<file path="src/rtl/wb_arbiter_if.sv">
// Bundle of the two producer request channels and the register-file write
// port of the writeback arbiter. The arbiter uses the slave view; the
// producers (or a testbench) use the master view.
interface wb_arbiter_if;
  logic        a_valid;
  logic [4:0]  a_rd;
  logic [31:0] a_data;
  logic        a_ready;

  logic        b_valid;
  logic [4:0]  b_rd;
  logic [31:0] b_data;
  logic        b_ready;

  logic        ctrl_writeEnable;
  logic [4:0]  ctrl_writeReg;
  logic [31:0] data_writeReg;
  logic        idle;

  modport master (
    output a_valid, a_rd, a_data, b_valid, b_rd, b_data,
    input  a_ready, b_ready, ctrl_writeEnable, ctrl_writeReg, data_writeReg, idle
  );

  modport slave (
    input  a_valid, a_rd, a_data, b_valid, b_rd, b_data,
    output a_ready, b_ready, ctrl_writeEnable, ctrl_writeReg, data_writeReg, idle
  );
endinterface

</file>
<file path="src/rtl/wb_arbiter.sv">
// Writeback arbiter: two producers (A = ALU, B = multdiv) each feed a
// DEPTH-entry FIFO of {rd, data}; one entry per cycle is drained round-robin
// onto a registered register-file write port. Writes to register 0 are
// consumed but never enabled. DEPTH must be a power of two and at least 2.
module wb_arbiter #(
  parameter int DEPTH = 4
) (
  input logic         clock,
  input logic         ctrl_reset,
  wb_arbiter_if.slave bus
);

  localparam int AW = $clog2(DEPTH);
  localparam int CW = AW + 1;
  localparam logic [CW-1:0] FULL_COUNT = CW'(DEPTH);
  localparam logic GRANT_A = 1'b0;
  localparam logic GRANT_B = 1'b1;

  logic [36:0]   memA [DEPTH];
  logic [36:0]   memB [DEPTH];
  logic [AW-1:0] wrPtrA_q, rdPtrA_q, wrPtrB_q, rdPtrB_q;
  logic [CW-1:0] cntA_q, cntA_d, cntB_q, cntB_d;
  logic          lastGrant_q, lastGrant_d;
  logic          we_q, we_d;
  logic [4:0]    wreg_q, wreg_d;
  logic [31:0]   wdata_q, wdata_d;

  logic        readyA, readyB, emptyA, emptyB;
  logic        pushA, pushB, popA, popB;
  logic [36:0] headA, headB, head;

  assign readyA = (cntA_q < FULL_COUNT);
  assign readyB = (cntB_q < FULL_COUNT);
  assign emptyA = (cntA_q == '0);
  assign emptyB = (cntB_q == '0);
  assign pushA  = bus.a_valid & readyA & ~ctrl_reset;
  assign pushB  = bus.b_valid & readyB & ~ctrl_reset;
  assign popA   = ~emptyA & (emptyB | (lastGrant_q == GRANT_B));
  assign popB   = ~emptyB & ~popA;
  assign headA  = memA[rdPtrA_q];
  assign headB  = memB[rdPtrB_q];
  assign head   = popA ? headA : headB;

  // Next-state for occupancy, grant history and the write-port registers.
  always_comb begin
    cntA_d      = cntA_q;
    cntB_d      = cntB_q;
    lastGrant_d = lastGrant_q;
    we_d        = 1'b0;
    wreg_d      = wreg_q;
    wdata_d     = wdata_q;
    if (pushA && !popA) cntA_d = cntA_q + CW'(1);
    else if (!pushA && popA) cntA_d = cntA_q - CW'(1);
    if (pushB && !popB) cntB_d = cntB_q + CW'(1);
    else if (!pushB && popB) cntB_d = cntB_q - CW'(1);
    if (popA || popB) begin
      lastGrant_d = popA ? GRANT_A : GRANT_B;
      we_d        = (head[36:32] != 5'd0);
      wreg_d      = head[36:32];
      wdata_d     = head[31:0];
    end
  end

  // Control state and write port, cleared the moment reset asserts.
  always_ff @(posedge clock or posedge ctrl_reset) begin
    if (ctrl_reset) begin
      wrPtrA_q    <= '0;
      rdPtrA_q    <= '0;
      wrPtrB_q    <= '0;
      rdPtrB_q    <= '0;
      cntA_q      <= '0;
      cntB_q      <= '0;
      lastGrant_q <= GRANT_B;
      we_q        <= 1'b0;
      wreg_q      <= '0;
      wdata_q     <= '0;
    end else begin
      if (pushA) wrPtrA_q <= wrPtrA_q + AW'(1);
      if (popA)  rdPtrA_q <= rdPtrA_q + AW'(1);
      if (pushB) wrPtrB_q <= wrPtrB_q + AW'(1);
      if (popB)  rdPtrB_q <= rdPtrB_q + AW'(1);
      cntA_q      <= cntA_d;
      cntB_q      <= cntB_d;
      lastGrant_q <= lastGrant_d;
      we_q        <= we_d;
      wreg_q      <= wreg_d;
      wdata_q     <= wdata_d;
    end
  end

  // FIFO storage needs no reset; pointers and counts define what is valid.
  always_ff @(posedge clock) begin
    if (pushA) memA[wrPtrA_q] <= {bus.a_rd, bus.a_data};
    if (pushB) memB[wrPtrB_q] <= {bus.b_rd, bus.b_data};
  end

  assign bus.a_ready          = readyA;
  assign bus.b_ready          = readyB;
  assign bus.ctrl_writeEnable = we_q;
  assign bus.ctrl_writeReg    = wreg_q;
  assign bus.data_writeReg    = wdata_q;
  assign bus.idle             = emptyA & emptyB & ~we_q;

endmodule
</file>
<file path="src/flat_wrapper.sv">
// flat-port wrapper written by rule: the top's interface ports become plain ports
module wb_arbiter_flat 
#(
  parameter int DEPTH = 4
)
  (clock, ctrl_reset, bus_a_valid, bus_a_rd, bus_a_data, bus_b_valid, bus_b_rd, bus_b_data, bus_a_ready, bus_b_ready, bus_ctrl_writeEnable, bus_ctrl_writeReg, bus_data_writeReg, bus_idle);
  wb_arbiter_if bus_i ();
  input logic clock;
  input logic ctrl_reset;
  input wire logic [$bits(bus_i.a_valid)-1:0] bus_a_valid;
  input wire logic [$bits(bus_i.a_rd)-1:0] bus_a_rd;
  input wire logic [$bits(bus_i.a_data)-1:0] bus_a_data;
  input wire logic [$bits(bus_i.b_valid)-1:0] bus_b_valid;
  input wire logic [$bits(bus_i.b_rd)-1:0] bus_b_rd;
  input wire logic [$bits(bus_i.b_data)-1:0] bus_b_data;
  output wire logic [$bits(bus_i.a_ready)-1:0] bus_a_ready;
  output wire logic [$bits(bus_i.b_ready)-1:0] bus_b_ready;
  output wire logic [$bits(bus_i.ctrl_writeEnable)-1:0] bus_ctrl_writeEnable;
  output wire logic [$bits(bus_i.ctrl_writeReg)-1:0] bus_ctrl_writeReg;
  output wire logic [$bits(bus_i.data_writeReg)-1:0] bus_data_writeReg;
  output wire logic [$bits(bus_i.idle)-1:0] bus_idle;
  assign bus_i.a_valid = bus_a_valid;
  assign bus_i.a_rd = bus_a_rd;
  assign bus_i.a_data = bus_a_data;
  assign bus_i.b_valid = bus_b_valid;
  assign bus_i.b_rd = bus_b_rd;
  assign bus_i.b_data = bus_b_data;
  assign bus_a_ready = bus_i.a_ready;
  assign bus_b_ready = bus_i.b_ready;
  assign bus_ctrl_writeEnable = bus_i.ctrl_writeEnable;
  assign bus_ctrl_writeReg = bus_i.ctrl_writeReg;
  assign bus_data_writeReg = bus_i.data_writeReg;
  assign bus_idle = bus_i.idle;
  wb_arbiter #(.DEPTH(DEPTH)) u_core (.clock(clock), .ctrl_reset(ctrl_reset), .bus(bus_i));
endmodule
</file>
<file path="config.mk">
export PLATFORM = sky130hd
export DESIGN_NAME = wb_arbiter_flat
export DESIGN_NICKNAME = d
export VERILOG_FILES = /design/src/rtl/wb_arbiter_if.sv /design/src/rtl/wb_arbiter.sv /design/src/flat_wrapper.sv
export SDC_FILE = /design/constraint.sdc
export NUM_CORES = 1
export LEC_CHECK = 0
export BUFFER_PORTS_ARGS = -buffer_cell sky130_fd_sc_hd__buf_4
export CAP_MARGIN = 20
export CORE_ASPECT_RATIO = 0.5
export CORE_UTILIZATION = 25
export DETAILED_ROUTE_END_ITERATION = 12
export PLACE_DENSITY = 0.42
export SLEW_MARGIN = 20
export SYNTH_ARGS = -nofsm -noshare
export SYNTH_HDL_FRONTEND = slang
export SYNTH_SLANG_ARGS = --single-unit
</file>
<file path="constraint.sdc">
create_clock -name clock -period 3.1 [get_ports clock]
set_input_delay 0.465 -clock clock [delete_from_list [all_inputs] [get_ports clock]]
set_output_delay 0.465 -clock clock [all_outputs]
set_load 0.005 [all_outputs]
</file>
Yosys cells after proc, flatten, opt, wreduce, memory -nomap -nowiden
Memory sizes are Yosys's and may differ from the RTL's.
Cells that the tools add are included.
{"block": "op_classes", "bitwise": 14, "n_mux": 11, "order_cmp": 2, "reduce_logical": 14, "n_addsub": 8}
{"op": "2-to-1 mux 37 bit", "count": 1}
{"op": "2-to-1 mux 3 bit", "count": 4}
{"op": "adder 2 x 1 -> 2 bit, second input constant", "count": 4}
{"op": "bitwise AND 1 bit", "count": 8}
{"op": "adder 3 x 1 -> 3 bit, second input constant", "count": 2}
{"op": "zero test 3 bit", "count": 2}
{"op": "< comparator 3 bit, second input constant", "count": 2}
{"op": "2-to-1 mux 1 bit", "count": 6}
{"op": "subtractor 3 x 1 -> 3 bit, second input constant", "count": 2}
{"op": "inverter 1 bit", "count": 5}
{"op": "nonzero test 5 bit", "count": 1}
{"op": "logical AND 1 bit", "count": 4}
{"op": "zero test 1 bit", "count": 4}
{"op": "nonzero test 2 bit", "count": 2}
{"op": "logical OR 1 bit", "count": 1}
{"op": "OR 1 bit", "count": 1}
{"block": "totals", "reg_bits": 53, "memories": 2, "mem_bits_rw": 296, "in_bits": 78, "word_cells": 61}
{"memory": "u_core.memA", "depth": 4, "width": 37, "rd": 1, "rd_ports_with_merged_regs": 0, "wr": 1, "line_no": "wb_arbiter.sv:19", "text": "logic [36:0] memA [DEPTH];"}
{"memory": "u_core.memB", "depth": 4, "width": 37, "rd": 1, "rd_ports_with_merged_regs": 0, "wr": 1, "line_no": "wb_arbiter.sv:20", "text": "logic [36:0] memB [DEPTH];"}

Longest topological paths before layout
Gate-level depths: netlist of the first run.
{"block": "depth", "depth_word": 8, "depth_mapped": 10, "ltp_nobuf": 9}

Worst setup path after synthesis of the first run
No wires, ideal clock.
{"block": "synth_timing", "path_type": "input -> register", "from": "input ctrl_reset", "to": "memory u_core.memB[0][0], enable pin", "setup_slack_ns": -0.364, "path_buffers": 1, "path_stages": 4, "arrival_time_ns": 3.066, "required_time_ns": 2.702, "path_cell_list": "inv_1 and3_1 clkbuf_1 and2_1"}
{"block": "synth_via", "elab_chain_len": 4}
{"element": "start, declared", "line_no": "flat_wrapper.sv:9", "text": "input logic ctrl_reset;"}
{"element": "inverter 1 bit", "line_no": "wb_arbiter.sv:37", "text": "assign pushB = bus.b_valid & readyB & ~ctrl_reset;"}
{"element": "bitwise AND 1 bit", "line_no": "wb_arbiter.sv:37"}
{"element": "via u_core.pushB", "line_no": "wb_arbiter.sv:29", "text": "logic pushA, pushB, popA, popB;"}
{"element": "2-to-1 mux 1 bit", "line_no": "wb_arbiter.sv:94", "text": "if (pushB) memB[wrPtrB_q] <= {bus.b_rd, bus.b_data};"}
{"element": "2-to-1 mux 1 bit (implied by the code)", "line_no": "wb_arbiter.sv:94"}
{"element": "end, declared", "line_no": "wb_arbiter.sv:20"}
The timed path passes the listed nets, and every way through them passes these cells.

Worst setup path after layout of the first run
{"block": "layout_timing", "from": "register u_core.cntB_q[1]", "to": "output bus_idle"}
{"block": "layout_via", "elab_chain_len": 3}
{"element": "start, declared", "line_no": "wb_arbiter.sv:22", "text": "logic [CW-1:0] cntA_q, cntA_d, cntB_q, cntB_d;"}
{"element": "start signal, assigned", "line_no": "wb_arbiter.sv:83", "text": "cntB_q <= cntB_d;"}
{"element": "zero test 3 bit", "line_no": "wb_arbiter.sv:35", "text": "assign emptyB = (cntB_q == '0);"}
{"element": "bitwise AND 1 bit (2 in series)", "line_no": "wb_arbiter.sv:102", "text": "assign bus.idle = emptyA & emptyB & ~we_q;"}
{"element": "end, declared", "line_no": "flat_wrapper.sv:21", "text": "output wire logic [$bits(bus_i.idle)-1:0] bus_idle;"}
No other way between the ends.

==> results of run 1 <==
[report_power, final]
group	switching (µW)	leakage [µW]	internal, µW
Sequential	446	0.00329	5810
Clock	1770	0.000610	2700
Combinational	1930	0.00179	2060
[sequential cells by signal, summed over array words and instances, names as in the netlist]
signal,cells
u_core.memA,148
u_core.rdPtrB_q,2
u_core.cntB_q,3
u_core.bus.data_writeReg,32
u_core.wrPtrA_q,2
u_core.bus.ctrl_writeEnable,1
u_core.wrPtrB_q,2
u_core.cntA_q,3
u_core.lastGrant_q,1
u_core.memB,148
u_core.rdPtrA_q,2
u_core.bus.ctrl_writeReg,5
[metrics by stage]
step	cell area, µm²	hold WS [ps]	setup slack [ps]	instances
after floorplan	13500	476	235	630
after global placement	15200	395	764	1440
after detailed placement	15200	397	716	1440
after CTS	16400	105	570	1511
after global routing	16400	108	465	1511
final	16400	136	631	1511
[kinds of logic after synthesis]
family	synth area share (%)
flip-flops	76.0
multiplexers	15.8
AND/OR/NAND/NOR	2.07
AO/OA/AOI/OAI	1.67
buffers and inverters	2.51
XOR/XNOR	0.782
adder cells (fa/ha/maj)	1.23
[layout by cell type, fill, tap and decap left out, types with 2 or more instances in the layout]
cell / instances
and2_2: 8
clkinvlp_4: 2
clkbuf_8: 5
buf_4: 131
clkinv_1: 4
bufinv_16: 2
fa_1: 2
dfrtp_1: 49
clkinv_2: 5
mux4_2: 58
ha_1: 10
inv_1: 9
o21ai_1: 32
and3_1: 3
dfrtp_2: 3
mux2_2: 2
xnor2_1: 9
clkbuf_1: 12
xor2_1: 3
mux4_1: 16
mux2i_1: 37
nand2_1: 36
nor2_1: 8
a21oi_1: 5
o21ai_0: 2
edfxtp_1: 296
clkbuf_16: 41
buf_12: 8
[routing by layer]
layer | wire (µm) | global-route usage, % | up-vias
li1 | - | - | 2831
met1 | 12000 | 13.1 | 3288
met2 | 16100 | 20.5 | 73
met3 | 1010 | 1.96 | 43
met4 | 599 | 3.27 | 0
met5 | 0 | 0 | -
[worst reg2reg max path: cells and delay by family, from the launching register on]
family / cells / cell delay, ps
AOI/OAI and AO/OA: 1 / 600
xor gates and xnor gates: 2 / 300
adders and majority gates: 2 / 700
buffers and inverters: 1 / 60
DFF: 1 / 410
and+or+nand+nor: 2 / 260
[final timing paths]
kind                                                end  slack, ps  depth (start not counted)
setup / recovery                               bus_idle        630                          4
hold / removal                        u_core.memB[0][0]        140                          1
setup reg to reg                       u_core.cntA_q[2]        690                          8
hold reg to reg            u_core.bus.data_writeReg[13]        480                          2
max in group asynchronous            u_core.rdPtrA_q[0]       1660                          4
min in group asynchronous   u_core.bus.ctrl_writeReg[1]        430                          3
[final cells by class]
type	count	share of cell area, %
Multi-Input combinational cell	241	17.7
Clock buffer	58	6.93
Clock inverter	12	0.654
Tap cell	701	5.33
Inverter	10	0.251
Timing Repair Buffer	140	7.01
Sequential cell	349	62.1
==> qor.yml, run 1 <==
sta:
  report.final.slew_viol_count: 0
  max_freq_ghz: 0.405
  setup_viol: 0
  worst-slew-pin-transition_ps: 763
  setup_tns_ps: 0
  hold_viol: 0
  period_needed_ps: 2470
  rsz0062_at_grt: "false"
  max_slew_margin_pct: 49.1
  fin_worst_skew_ps: 15.8
  period_share_pct: 79.6
place:
  gp_congestion: 0.735
  io_buffer_count: 118
  dp_hpwl_um: 18600
synthesis:
  synth.avg_cell_area_um2: 21.3
  synth_common_cells: "296 x edfxtp_1, 58 x mux4_2, 52 x dfrtp_1, 37 x mux2i_1, 36 x nand2_1"
  synth_top_area_cell: "edfxtp_1"
  syn-cell-area_um2: 13400
  synth_cells: 630
  ys_ff_latch: 349
  yosysUniqueCellTypes: 35
  synth.most_common_cell: "edfxtp_1"
  async_reset_ff_share_pct: 15.2
  ys_seq_area_share_pct: 76.0
  syn_nets: 720
  ys_dominant_reg_cell: "edfxtp_1"
  synth_area_leaders: "edfxtp_1 66%, mux4_2 9.7%, dfrtp_1 9.7%, mux4_1 3.1%, mux2i_1 2.8%"
  yosysWarnings: 0
  synth_top_area_share_pct: 66.1
  synth-edff-count: 296
critical_path:
  cp_slowest_stage_delay_ps: 420
  crit_slowest_cell: "nor3_1"
  critical-path-top-delay-family: "simple AND/OR/NAND/NOR gates"
  setup.worst_path.start_class: "flip-flop"
  startpoint: "u_core.cntB_q[1]"
  r2r_start: "u_core.cntB_q[0]"
  endpoint_kind: "output pin"
  worst-path-buf-inv: 1
  crit_arrival_ps: 2000
  path_class: "reg -> out"
  worstPathMaxFanout: 11
  path_cells: "nor3_1, nand2b_1, nor2_1, buf_4"
  cp.required_ps: 2630
clock_network:
  h-tree-depth: 2
  numCtsBuffers: 38
  insertion_delay_ps: 530
  clk_path_buf_depth: 3
  clk_pin_slew_worst_paths_ps: 60
  postCtsSetupRepairBufs: 0
  tritoncts: "done"
  cts-root-buf: "clkbuf_16"
  cts.sinks: 349
  cts_resized: 0
  hold_buffers: 1
floorplan:
  start_util_pct: 25.6
  coreArea_um2: 52600
  die_x_um: 330
  dieArea_um2: 54800
  rows: 59
  fp.dieH_um: 166
  ios: 119
cells_and_area:
  fin_util_pct: 31.3
  nets: 870
  drive_gt1_share_pct: 33.3
  syn_to_final_growth_pct: 22.3
  fillCellCount: 5129
  multi_input_area_um2: 2910
  n_antenna_cell: 0
  area.sequential_um2: 10200
drt:
  ant_nets: 0
  wl_per_cell_um: 19.7
  vias_per_cell: 4.13
  drt_first_pass_iters: 4
  num_vias: 6235
  wl_um: 29700
  drt_iter0_markers: 421
  drc: 0
global_routing:
  grt_max_degree: 48
  grt_usage_pct: 11.1
  grt_pass1_vias: 6922
  grt_pass1_wl_um: 44700
  overflow: 0
  antenna_found_initial: 0
outcome:
  outcome: "finished, final reports clean"
power_and_ir_drop:
  power.total_uw: 14700
  p_leak_uw: 0.00569
  power_density_nw_per_um2: 895
  ir_drop_v: 0.000350
worst_hold_path:
  min_from: "bus_b_data[0]"
  min_path_type: "in -> reg"
job:
  cap_violations: 0
(Power assumes the default switching activity.)
==> run 2: changes to the inputs <==
clock period = 2.5 ns   (was 3.1 ns; I/O delays follow)
==> qor.yml, run 2 (synthesis gave the netlist of run 1 again) <==
outcome:
  outcome: "finished, final reports clean"  # unchanged
drt:
  num_vias: 6281  # was 6235
  drt_first_pass_iters: 4  # unchanged
  drt_iter0_markers: 286  # was 421
  wl_um: 30000  # was 29700 µm
  drc: 0  # unchanged
  ant_nets: 0  # unchanged
  vias_per_cell: 4.15  # was 4.13
  wl_per_cell_um: 19.9  # was 19.7 µm
clock_network:
  h-tree-depth: 2  # unchanged
  numCtsBuffers: 37  # was 38
  postCtsSetupRepairBufs: 0  # unchanged
  clk_pin_slew_worst_paths_ps: 60  # about the same
  cts-root-buf: "clkbuf_16"  # unchanged
  cts.sinks: 349  # unchanged
  tritoncts: "done"  # unchanged
  insertion_delay_ps: 530  # about the same
  clk_path_buf_depth: 3  # unchanged
power_and_ir_drop:
  clock_power_share_pct: 29.3  # was 30.4%
  seqPwrFrac_pct: 42.4  # was 42.5%
  power_density_nw_per_um2: 1100  # was 895 nW/µm²
  p_switching_uw: 5130  # was 4150 µW
  internal_power_uw: 13100  # was 10600 µW
  swShare_pct: 28.2  # about the same
  p_leak_uw: 0.00569  # about the same
  pwr-share-comb_pct: 28.3  # was 27.1%
  ir_drop_v: 0.000608  # was 0.000350 V
floorplan:
  coreArea_um2: 52600  # unchanged
  fp.dieH_um: 166  # unchanged
  start_util_pct: 25.6  # unchanged
  die_x_um: 330  # unchanged
  ios: 119  # unchanged
  rows: 59  # unchanged
  dieArea_um2: 54800  # unchanged
sta:
  setup_viol: 0  # unchanged
  worst-slew-pin-transition_ps: 514  # was 763 ps
  hold_viol: 0  # unchanged
  setup_tns_ps: 0  # unchanged
  fin_worst_skew_ps: 22.3  # was 15.8 ps
  setup_slack_ps: 202  # was 631 ps
  period_needed_ps: 2300
  report.final.slew_viol_count: 0  # unchanged
  rsz0062_at_grt: "false"  # unchanged
  period_share_pct: 91.9
  max_freq_ghz: 0.435
  max_slew_margin_pct: 65.8  # was 49.1%
critical_path:
  path_cells: "or3_4, nand2b_2, nor2_1, buf_4"  # was nor3_1, nand2b_1, nor2_1, buf_4
  cp.required_ps: 2120  # was 2630 ps
  crit_arrival_ps: 1920  # was 2000 ps
  cp_slowest_stage_delay_ps: 420  # about the same
  setup.worst_path.start_class: "flip-flop"  # unchanged
  crit_slowest_cell: "or3_4"  # was nor3_1
  endpoint_kind: "output pin"  # unchanged
  worstPathMaxFanout: 11  # unchanged
  path_class: "reg -> out"  # unchanged
job:
  cap_violations: 0  # unchanged
global_routing:
  grt_pass1_vias: 7004  # was 6922
  overflow: 0  # unchanged
  grt_pass1_wl_um: 45500  # was 44700 µm
  grt_usage_pct: 11.3  # was 11.1%
  grt_max_degree: 66  # was 48
  antenna_found_initial: 0  # unchanged
worst_hold_path:
  min_path_type: "in -> reg"  # unchanged
cells_and_area:
  syn_to_final_growth_pct: 22.8  # was 22.3%
  final_cell_mix: "296 x edfxtp_1, 129 x buf_4, 58 x mux4_2, 48 x dfrtp_1, 39 x clkbuf_16"  # was 296 x edfxtp_1, 131 x buf_4, 58 x mux4_2, 49 x dfrtp_1, 41 x clkbuf_16
  fin_util_pct: 31.4  # was 31.3%
  instances_no_fill: 1512  # was 1511
  n_antenna_cell: 0  # unchanged
  fillCellCount: 5086  # was 5129
  nets: 873  # was 870
  final_common_cell: "edfxtp_1"  # unchanged
  drive_gt1_share_pct: 33.7  # was 33.3%
place:
  io_buffer_count: 118  # unchanged
  dp_cells: 1444  # was 1440
  gp_congestion: 0.748  # was 0.735
  dp_slack_ps: 333  # was 716 ps
  dp_hpwl_um: 18700  # was 18600 µm
[run 2: worst paths after layout]
path	from	endpoint	slack, ps	cells past startpoint
worst max register to register	u_core.cntA_q[1]	u_core.cntB_q[1]	310	7
min in group asynchronous	ctrl_reset	u_core.cntA_q[1]	550	4
max in group asynchronous	ctrl_reset	u_core.rdPtrA_q[0]	1500	4
worst max-delay path	u_core.cntA_q[1]	bus_idle	200	4
worst min register to register	u_core.bus.data_writeReg[18]	u_core.bus.data_writeReg[18]	480	2
worst min-delay path	bus_a_data[2]	u_core.memA[1][2]	40	1
[run 2: per-stage QoR]
step / hold WS (ps) / total power, µW / area [µm²]
after detailed placement: 478 / 13200 / 15300
after floorplan: 443 / 11400 / 13500
after CTS: 8.41 / 18600 / 16500
after global placement: 469 / 13100 / 15300
after global routing: 12.9 / 19200 / 16500
final: 44.0 / 18200 / 16500
[run 2: power groups by stage]
stage | Sequential (µW) | Combinational [µW] | Clock [µW]
4_1_cts | 7750 | 5330 | 5530
3_5_place_dp | 7860 | 5310 | 0
5_1_grt | 7820 | 5650 | 5740
6_report | 7720 | 5160 | 5340
3_3_place_gp | 7820 | 5270 | 0
2_1_floorplan | 7640 | 3730 | 0
[run 2: area by class of cell]
cell class                      count  area [µm²]  area share (%)
Multi-Input combinational cell    241        2930            17.8
Inverter                           10        41.3           0.250
Tap cell                          701         877            5.31
Clock inverter                     10         125           0.758
Clock buffer                       57        1050            6.38
Timing Repair Buffer              144        1260            7.62
Sequential cell                   349       10200            61.9
[run 2: worst max-delay path: cells and delay by family (launching register included)]
kind / cells / cell delay [ps]
flip-flops: 1 / 410
AND/OR/NAND/NOR: 3 / 870
buffers and inverters: 1 / 120
[run 2: per-layer routing]
metal | vias up | part of all wire [%] | global-route usage, %
li1 | 2840 | - | -
met1 | 3332 | 43 | 13.9
met2 | 70 | 52 | 20.2
met3 | 39 | 2.7 | 2.03
met4 | 0 | 1.8 | 3.11
met5 | - | 0 | 0
[run 2: timing repair]
| action | 4_1_cts | 5_1_grt |
|---|---|---|
| resized for setup | 0 | 1 |
| hold endpoints to repair | 22 | 0 |
| setup endpoints to repair | 0 | 1 |
| hold buffers | 1 | 0 |
==> run 3: changes to the inputs <==
CTS_BUF_LIST = sky130_fd_sc_hd__clkbuf_4 sky130_fd_sc_hd__clkbuf_8 sky130_fd_sc_hd__clkbuf_16   (was unset)
==> qor.yml, run 3 (synthesis gave the netlist of run 1 again) <==
outcome:
  outcome: "finished, final reports clean"  # unchanged
sta:
  fin_worst_skew_ps: 24.5  # was 22.3 ps
  report.final.slew_viol_count: 0  # unchanged
  max_slew_margin_pct: 66.2  # was 65.8%
  setup_viol: 0  # unchanged
  hold_viol: 0  # unchanged
  period_needed_ps: 2300  # about the same
  worst-slew-pin-transition_ps: 507  # was 514 ps
  rsz0062_at_grt: "false"  # unchanged
  max_freq_ghz: 0.435  # about the same
  period_share_pct: 91.9  # about the same
global_routing:
  grt_usage_pct: 11.3  # about the same
  grt_pass1_wl_um: 45600  # was 45500 µm
  antenna_found_initial: 0  # unchanged
  grt_pass1_vias: 7001  # was 7004
  overflow: 0  # unchanged
  grt_max_degree: 66  # unchanged
clock_network:
  cts-root-buf: "clkbuf_16"  # unchanged
  cts.sinks: 349  # unchanged
  h-tree-depth: 2  # unchanged
  tritoncts: "done"  # unchanged
  postCtsSetupRepairBufs: 0  # unchanged
  clk_pin_slew_worst_paths_ps: 60  # about the same
  insertion_delay_ps: 530  # about the same
  clk_path_buf_depth: 3  # unchanged
  numCtsBuffers: 37  # unchanged
drt:
  num_vias: 6281  # unchanged
  ant_nets: 0  # unchanged
  wl_um: 30100  # was 30000 µm
  drt_first_pass_iters: 4  # unchanged
  wl_per_cell_um: 19.9  # about the same
  drt_iter0_markers: 304  # was 286
  vias_per_cell: 4.15  # unchanged
  drc: 0  # unchanged
floorplan:
  ios: 119  # unchanged
  fp.dieH_um: 166  # unchanged
  coreArea_um2: 52600  # unchanged
  start_util_pct: 25.6  # unchanged
  rows: 59  # unchanged
  dieArea_um2: 54800  # unchanged
  die_x_um: 330  # unchanged
cells_and_area:
  n_antenna_cell: 0  # unchanged
  fillCellCount: 5077  # was 5086
  fin_util_pct: 31.5  # was 31.4%
  syn_to_final_growth_pct: 23.3  # was 22.8%
  final_cell_mix: "296 x edfxtp_1, 129 x buf_4, 58 x mux4_2, 48 x dfrtp_1, 39 x clkbuf_16"  # unchanged
  final_common_cell: "edfxtp_1"  # unchanged
  drive_gt1_share_pct: 35.8  # was 33.7%
  nets: 873  # unchanged
critical_path:
  critical-path-top-delay-family: "simple AND/OR/NAND/NOR gates"  # unchanged
  crit_arrival_ps: 1920  # about the same
  endpoint_kind: "output pin"  # unchanged
  setup.worst_path.start_class: "flip-flop"  # unchanged
  path_class: "reg -> out"  # unchanged
  cp.required_ps: 2120  # about the same
  crit_slowest_cell: "or3_4"  # unchanged
  worstPathMaxFanout: 11  # unchanged
  path_cells: "or3_4, nand2b_2, nor2_1, buf_4"  # unchanged
  worst-path-buf-inv: 1  # unchanged
  cp_slowest_stage_delay_ps: 420  # about the same
worst_hold_path:
  min_path_type: "in -> reg"  # unchanged
power_and_ir_drop:
  pwr-share-comb_pct: 28.0  # was 28.3%
  power_density_nw_per_um2: 1110  # was 1100 nW/µm²
  swShare_pct: 27.9  # was 28.2%
  power.total_uw: 18400  # was 18200 µW
  clock_power_share_pct: 30.1  # was 29.3%
  internal_power_uw: 13300  # was 13100 µW
  seqPwrFrac_pct: 41.9  # was 42.4%
  p_switching_uw: 5150  # was 5130 µW
  ir_drop_v: 0.000610  # was 0.000608 V
  p_leak_uw: 0.00575  # was 0.00569 µW
job:
  cap_violations: 0  # unchanged
place:
  io_buffer_count: 118  # unchanged
  gp_congestion: 0.748  # unchanged
  dp_hpwl_um: 18700  # unchanged
[run 3: worst register-to-register path, cell delays in order, from the launching register on]
cell and delay (ps):
dfrtp_1 410, or3_4 430, nand2_1 130, nand2_1 100
ha_1 240, inv_1 80, fa_1 410, mux2_2 270
[run 3: per-layer routing]
metal,routed length [µm],global-route usage [%],vias to the layer above,part of all wire [%]
met3,805,2.03,39,2.7
met4,526,3.11,0,1.7
met1,13000,14.0,3329,43
met2,15800,20.3,70,52
li1,-,-,2843,-
met5,0,0,-,0
[run 3: area by class of cell]
cell class	count	area (µm²)	area share, %
Inverter	10	41.3	0.249
Timing Repair Buffer	144	1260	7.59
Clock buffer	57	1120	6.74
Sequential cell	349	10200	61.7
Clock inverter	10	125	0.755
Tap cell	701	877	5.29
Multi-Input combinational cell	241	2930	17.7
[run 3: power groups by stage]
stage	sequential [µW]	clock, µW	combinational [µW]
global placement	7820	0	5270
finish	7720	5540	5160
global route	7820	5930	5650
floorplan	7640	0	3730
detailed placement	7860	0	5310
CTS	7750	5720	5330
[run 3: timing repair]
item | 4_1_cts | 5_1_grt
setup endpoints to repair | 0 | 1
resized for setup | 0 | 1
hold buffers | 1 | 0
hold endpoints to repair | 22 | 0
[run 3: worst paths after layout]
kind                                                    from                      endpoint  slack [ps]  depth (start not counted)
worst max-delay path                        u_core.cntA_q[1]                      bus_idle         200                          4
worst min-delay path                           bus_a_data[2]             u_core.memA[2][2]          40                          1
worst max register to register              u_core.cntA_q[1]              u_core.cntB_q[1]         310                          7
worst min register to register  u_core.bus.data_writeReg[18]  u_core.bus.data_writeReg[18]         480                          2
max in group asynchronous                         ctrl_reset            u_core.rdPtrA_q[0]        1510                          4
min in group asynchronous                         ctrl_reset              u_core.cntA_q[1]         550                          4
[run 3: per-stage QoR]
stage / setup slack [ps] / TNS (ps) / instance area, µm² / instances / hold slack [ps]
floorplan: -223 / -417 / 13500 / 630 / 443
global placement: 394 / 0 / 15300 / 1444 / 469
detailed placement: 333 / 0 / 15300 / 1444 / 478
CTS: 77.8 / 0 / 16600 / 1512 / 8.38
global route: 74.4 / 0 / 16600 / 1512 / 12.4
finish: 203 / 0 / 16600 / 1512 / 42.9
